--- src/rtl/uart_tx_feeder.sv ---
// uart_tx_feeder: circular byte FIFO that paces bytes into uart_tx.
// Bytes arrive over valid/ready. Each byte is presented on tx_data/tx_enable
// until uart_tx reports tx_done, then a short idle gap follows.
module uart_tx_feeder #(
  parameter int DATA_W     = 8,
  parameter int DEPTH      = 16,
  parameter int GAP_CYCLES = 2
) (
  input  logic                       clk,
  input  logic                       rst,
  input  logic [DATA_W-1:0]          in_data,
  input  logic                       in_valid,
  output logic                       in_ready,
  input  logic                       flush,
  output logic [DATA_W-1:0]          tx_data,
  output logic                       tx_enable,
  input  logic                       tx_active,
  input  logic                       tx_done,
  output logic [$clog2(DEPTH):0]     level,
  output logic                       busy
);

  localparam int AW = $clog2(DEPTH);
  localparam int LW = AW + 1;
  localparam int GW = $clog2(GAP_CYCLES + 1);

  typedef enum logic [1:0] {IDLE, LOAD, SEND, GAP} state_t;

  state_t              state, state_nxt;
  logic [DATA_W-1:0]   mem [DEPTH];
  logic [AW-1:0]       wr_ptr, rd_ptr;
  logic [GW-1:0]       gap_cnt;
  logic                done_q;
  logic                pending;   // tx_data holds a byte whose slot is still counted in level
  logic                done_rise;
  logic                wr_en;
  logic                pop;
  logic                gap_done;
  logic [LW-1:0]       level_nxt;

  assign done_rise = tx_done && !done_q;
  // flush drops any byte offered in the same cycle
  assign wr_en     = in_valid && in_ready && !flush;
  // a flush during SEND clears pending, so the later done_rise cannot pop
  // a byte written after the flush
  assign pop       = (state == SEND) && done_rise && pending && !flush;
  assign gap_done  = (gap_cnt == GW'(GAP_CYCLES - 1));
  assign level_nxt = flush ? '0 : (level + LW'(wr_en) - LW'(pop));

  assign tx_enable = (state == SEND);
  assign busy      = (state != IDLE) || (level != '0);

  // FIFO storage; no reset needed, occupancy is tracked by level
  always_ff @(posedge clk) begin
    if (wr_en) mem[wr_ptr] <= in_data;
  end

  // pointers, occupancy, edge detect, output byte and gap counter
  always_ff @(posedge clk or posedge rst) begin
    if (rst) begin
      wr_ptr   <= '0;
      rd_ptr   <= '0;
      level    <= '0;
      in_ready <= 1'b1;
      done_q   <= 1'b0;
      tx_data  <= '0;
      pending  <= 1'b0;
      gap_cnt  <= '0;
    end else begin
      done_q   <= tx_done;
      level    <= level_nxt;
      in_ready <= (level_nxt != LW'(DEPTH));
      if (wr_en) wr_ptr <= wr_ptr + 1'b1;
      if (flush)    rd_ptr <= wr_ptr;
      else if (pop) rd_ptr <= rd_ptr + 1'b1;
      if (state == LOAD && !flush) tx_data <= mem[rd_ptr];
      if (flush)                              pending <= 1'b0;
      else if (state == LOAD)                 pending <= 1'b1;
      else if (state == SEND && done_rise)    pending <= 1'b0;
      if (state == SEND && done_rise)         gap_cnt <= '0;
      else if (state == GAP && !gap_done)     gap_cnt <= gap_cnt + 1'b1;
    end
  end

  // state register
  always_ff @(posedge clk or posedge rst) begin
    if (rst) state <= IDLE;
    else     state <= state_nxt;
  end

  // next-state logic
  always_comb begin
    state_nxt = state;
    case (state)
      IDLE: if (level != '0 && !flush) state_nxt = LOAD;
      LOAD: state_nxt = flush ? IDLE : SEND;
      SEND: if (done_rise) state_nxt = GAP;
      GAP:  if (gap_done && !tx_active) state_nxt = IDLE;
      default: state_nxt = IDLE;
    endcase
  end

endmodule

--- config.mk ---
export PLATFORM = sky130hd
export DESIGN_NAME = uart_tx_feeder
export DESIGN_NICKNAME = d
export VERILOG_FILES = /design/src/rtl/uart_tx_feeder.sv
export SDC_FILE = /design/constraint.sdc
export NUM_CORES = 1
export LEC_CHECK = 0
export ABC_AREA = 1
export CAP_MARGIN = 20
export CORE_ASPECT_RATIO = 1.25
export CORE_MARGIN = 2
export CORE_UTILIZATION = 50
export CTS_BUF_LIST = sky130_fd_sc_hd__clkbuf_4 sky130_fd_sc_hd__clkbuf_8
export DETAILED_ROUTE_END_ITERATION = 6
export GPL_ROUTABILITY_DRIVEN = 0
export PLACE_DENSITY_LB_ADDON = 0.2
export SLEW_MARGIN = 25
export SYNTH_ARGS = -nofsm -noshare
export SYNTH_HDL_FRONTEND = slang
export SYNTH_SLANG_ARGS = --single-unit
--- constraint.sdc ---
create_clock -name clk -period 5.25 [get_ports clk]
set_clock_uncertainty 0.05 [all_clocks]
set_input_delay 1.05 -clock clk [delete_from_list [all_inputs] [get_ports clk]]
set_output_delay 1.05 -clock clk [all_outputs]
set_load 0.05 [all_outputs]
======== Word level (Yosys, flattened, before mapping) ========
Memory sizes are Yosys's and may differ from the RTL's. A register that Yosys moved wholly into a read port is not among the register bits.
Index checks and enable logic that the tools add are counted.
cells by class
  $add $sub $neg .......................... 5
  equality and inequality tests ........... 8
  muxes and demuxes ....................... 15
  reduce and logical (&&, ||, !) cells .... 22
operators by type and width
  kind                                                                      number
  2-bit 2-to-1 mux                                                          6
  1-bit logical AND                                                         10
  4-bit by 1-bit adder with 4-bit output (second input constant)            2
  4-bit 2-to-1 mux                                                          2
  2-bit case mux with 4 select lines                                        1
  2-bit nonzero test                                                        3
  5-bit by 1-bit adder with 5-bit output                                    1
  1-bit 2-to-1 mux                                                          5
  5-bit 2-to-1 mux                                                          1
  5-bit inequality test (second input constant)                             1
  5-bit nonzero test                                                        1
  5-bit by 1-bit subtractor with 5-bit output                               1
  2-bit by 1-bit == test with 1-bit output (second input constant)          2
  2-bit == test (second input constant)                                     2
  1-bit logical NOT                                                         4
  2-bit by 1-bit inequality test with 1-bit output (second input constant)  2
  3-bit AND reduction                                                       1
  3-bit nonzero test                                                        1
  2-bit by 1-bit adder with 2-bit output (second input constant)            1
  2-bit logical NOT                                                         1
  2-bit inequality test (second input constant)                             1
  1-bit logical OR                                                          1
storage, ports and cells
  register bits ........................... 20
  bits in writable memories ............... 128
  input bits .............................. 14
  output and inout bits ................... 16
  logic and storage cells ................. 59
  memories ................................ 1
memory list
  name  words  bits a word  rd ports  clocked after memory_dff  write ports  RTL line  source
  mem   16     8            1         1                         1            30        logic [DATA_W-1:0] mem [DEPTH];

======== Logic depth before layout (Yosys ltp) ========
  depth in word-level cells ............... 8
  depth in mapped cells ................... 17

======== Worst setup path after synthesis ========
Ideal clock, no wire load.
  path type ............................... input to register
  from .................................... in flush
  to ...................................... reg in_ready
  data arrival time ....................... 2.857 ns
  data required time ...................... 5.116 ns
  slack ................................... 2.258 ns
  stages .................................. 17
  cells stage by stage .................... buf_4 -> inv_2 -> nand2_1 -> nor2_4 -> ha_1 -> inv_1 -> ha_1 -> inv_1 -> fa_1 -> inv_1 -> nand2_1 -> nand2_1 -> a21oi_1 -> nand2_1 -> nand2_1 -> nor2_1 -> nand3b_1
between the ends
  cells in the longest elaborated chain, start to end .. 6
  elaborated cells between the ends (all ways) .. 7
  classes of those cells .................. add/sub (2); eq/ne (1); mux (1); reduce/logical (3)
RTL lines
  item                                         RTL line  source
  start, declared                              14        input logic flush,
  1-bit logical NOT                            43, 46
  1-bit logical AND                            43        assign wr_en = in_valid && in_ready && !flush;
  5-bit by 1-bit adder with 5-bit output       48        assign level_nxt = flush ? '0 : (level + LW'(wr_en) - LW'(pop));
  5-bit by 1-bit subtractor with 5-bit output  48
  5-bit 2-to-1 mux (*)                         48
  net level_nxt[4]                             39        logic [LW-1:0] level_nxt;
  5-bit inequality test (*)                    72        in_ready <= (level_nxt != LW'(DEPTH));
  end signal, assigned                         72
  end, declared                                13        output logic in_ready,
Mark *: on every way through the listed nets, which the timed path passes. The rest lies on a longest branch.
A chain may end at the register's enable or synchronous reset.

======== Final worst setup path ========
Ends and elaborated chain as after synthesis.

==> out/qor.csv <==
stage,metric,value,unit
final_layout,multi_input_area,1890,um2
final_layout,fillers,1186,
route,antenna_left,0,
critical_path,cp_data_required_time,5560,ps
clock_tree,ctsHoldBuffers,0,
critical_path,crit_chain,clkdlybuf4s50_1 > inv_2 > nand3_2 > ha_1 > inv_1 > ha_1 > inv_1 > fa_1 > inv_1 > nand2_1 > nand2_1 > a21oi_1 > nand2_1 > nand2_1 > nor2_1 > nand3b_1,
critical_path,crit_top_cell,nand2_1,
clock_tree,cts_tree,yes,
sta,tns,0,ps
min_path,hp-class,register to register,
final_layout,final_cell_mix,"nand2_1 (233), edfxtp_1 (128), inv_1 (103)",
power,switching_share,38.1,%
clock_tree,cts_sinks,156,
yosys,ys_seq_area_share,64.9,%
placement,hpwl,10200,um
critical_path,crit_family,buffers and inverters,
critical_path,slowest_stage,clkdlybuf4s50_1,
yosys,syn_nets,724,
final_layout,final_common_cell,nand2_1,
power,seq_power_share,41.8,%
sta,slew_violations,0,
status,status,"complete, no violations",
sta,worst_pin_slew,899,ps
yosys,synth_cell_types,32,
route,dr.pass1.iters,5,
clock_tree,cts-root-buf,clkbuf_8,
power,power_switching,0.00144,W
critical_path,path_depth,16,
flow_run,max_cap_violations,0,
final_layout,instances_no_fill,909,
clock_tree,post_cts_buffers,0,
yosys,netlist_top_cells_area,"edfxtp_1 (55%), nand2_1 (12%), dfrtp_1 (9.6%)",
global_routing,grt_pass1_wl,23900,um
route,drtIter0Drc,369,
placement,portBuffers,29,
sta,relSlewSlack,39.9,%
sta,hold_viol,0,
sta,period_share,63.5,%
critical_path,cp_max_fo,8,
clock_tree,insertion_delay,440,ps
placement,dp.cells,877,
power,power_leakage,3.38,nW
power,vdd_drop_max,280,uV
yosys,avgSynthCellArea,10.1,um2
yosys,syn_area,7010,um2
clock_tree,post_cts_resized,0,
global_routing,grt-ovfl-total,0,
power,power_frac_comb,34.3,%
final_layout,seq_area,4550,um2
yosys,ys_ff_latch,156,
clock_tree,tritoncts.num_buffers,17,
final_layout,n_antenna_cell,0,
die,rows,48,
critical_path,endpoint_kind,register,
route,drt-total-wl,15200,um
sta,rsz0062_at_grt,false,
yosys,synth_top_area_share,54.9,%
final_layout,fin_nets,748,
die,fp.dieW,110,um
final_layout,drive_gt1_share,7.22,%
route,via_per_inst,5.19,
critical_path,worst-setup-path-type,primary input to register,
yosys,yosysWarnings,0,
clock_tree,clockBufferDepth,2,
die,die_h,136,um
sta,max_freq,300,MHz
critical_path,critical_path.max_stage_delay,590,ps
global_routing,grt_pass1_vias,4686,
power,finalPower,0.00377,W
yosys,synthCells,697,
yosys,yosysTopAreaCell,edfxtp_1,
clock_tree,cts.clk_slew.worst_paths,80,ps
final_layout,syn2layout_area_growth,11.2,%
route,vias,4718,
route,drcViolationCount,0,
sta,setup_violations,0,
critical_path,reg2reg_depth,17,
power,p_int,0.00233,W
die,core_area,13800,um2
die,die_area,15000,um2
critical_path,arrival,3650,ps
global_routing,grt_max_degree,74,
global_routing,grtUsageTotal,21.9,%
sta,fin_crit,3330,ps
power,power_density,484,nW/um2
placement,dpl_worst_slack,1470,ps
critical_path,critical_path.startpoint_type,primary input,
min_path,hold_depth,2,
die,pin_count,30,
route,wire_per_inst,16.7,um
global_routing,antenna_found_initial,0,
power,clkPwrFrac,23.9,%
critical_path,ff2ff_setup_slack,2690,ps
die,initial_core_util,50.9,%
critical_path,worst-path-buf-inv,5,
clock_tree,cts_max_level,4,
sta,setup_ws,1920,ps
-- routing by layer --
layer	routed length [um]	vias up	track usage, %
met5	0	-	0
met4	366	0	8.58
li1	-	2280	-
met2	7740	155	37.1
met1	6150	2259	27.2
met3	916	24	4.51
-- cells in the mapped netlist --
cell      instances
a22oi_1           3
buf_6             2
buf_4             7
nand4_1           2
buf_1             1
inv_4             1
ha_1             12
nand3_2           1
nor2_1           28
nand2_2           1
nor2_2            1
inv_1           104
dfrtp_1          27
xor2_1            6
or2_2             2
nor3_1            2
a21oi_1           1
fa_1              1
dfstp_2           1
nand3_1          89
edfxtp_1        128
o221ai_1          1
inv_2             5
nand3b_1          3
clkinv_1          1
nor2_4            1
nor3_4            1
or2_0             5
nand2_1         233
buf_2            16
a31o_2            1
o21ai_0          10
-- kinds of logic (layout without fill, tap and decap cells) --
kind of cell / count (synthesis) / after routing / share of synthesized area [%]
simple gates: 369 / 369 / 22.3
flops: 156 / 156 / 64.9
buf+inv: 137 / 174 / 8.25
compound gates: 16 / 16 / 1.36
fa+ha+maj: 13 / 13 / 2.43
xor+xnor: 6 / 6 / 0.750
-- area by class of cell --
type / instances / area share (%)
Clock buffer: 22 / 3.81
Clock inverter: 10 / 1.41
Inverter: 111 / 5.38
Multi-Input combinational cell: 404 / 24.3
Sequential cell: 156 / 58.4
Tap cell: 175 / 2.81
Timing Repair Buffer: 31 / 3.92
-- worst register-to-register path: stages (launching register included) --
cell and delay, ps:
dfrtp_1 450, inv_1 90, nor2_2 140, nand2_2 120
nor2_4 140, ha_1 250, inv_1 60, ha_1 150
inv_1 50, fa_1 350, inv_1 80, nand2_1 60
nand2_1 60, a21oi_1 70, nand2_1 60, nand2_1 40
nor2_1 140, nand3b_1 120
-- registers in the layout (all words and copies together), names as in the netlist, named ones only --
| signal | cells |
|---|---|
| done_q | 1 |
| gap_cnt | 2 |
| in_ready | 1 |
| level | 5 |
| mem | 128 |
| pending | 1 |
| rd_ptr | 4 |
| state | 1 |
| tx_data | 8 |
| wr_ptr | 4 |
-- power by group through the flow --
stage,sequential (W),combinational [W],clock (W)
3_5_place_dp,0.00160,0.00128,0
6_report,0.00158,0.00129,0.000903
5_1_grt,0.00159,0.00143,0.000961
3_3_place_gp,0.00160,0.00126,0
2_1_floorplan,0.00169,0.000840,0
4_1_cts,0.00158,0.00129,0.000913
-- worst paths after layout --
kind | end | start
max reg2reg | in_ready | register
max | in_ready | flush
min reg2reg | tx_data[3] | tx_data[3]
min in group asynchronous | level[2] | rst
max in group asynchronous | rd_ptr[0] | rst
min | tx_data[3] | tx_data[3]
-- per-stage QoR --
| stage | util (%) | area (um2) | hold slack (ps) |
|---|---|---|---|
| final | 56.6 | 7790 | 431 |
| after CTS | 56.6 | 7780 | 440 |
| after global routing | 56.6 | 7790 | 465 |
| after floorplan | - | 7010 | 415 |
| after global placement | 53.6 | 7370 | 417 |
| after detailed placement | 53.6 | 7370 | 417 |
(Power assumes the default switching activity.)
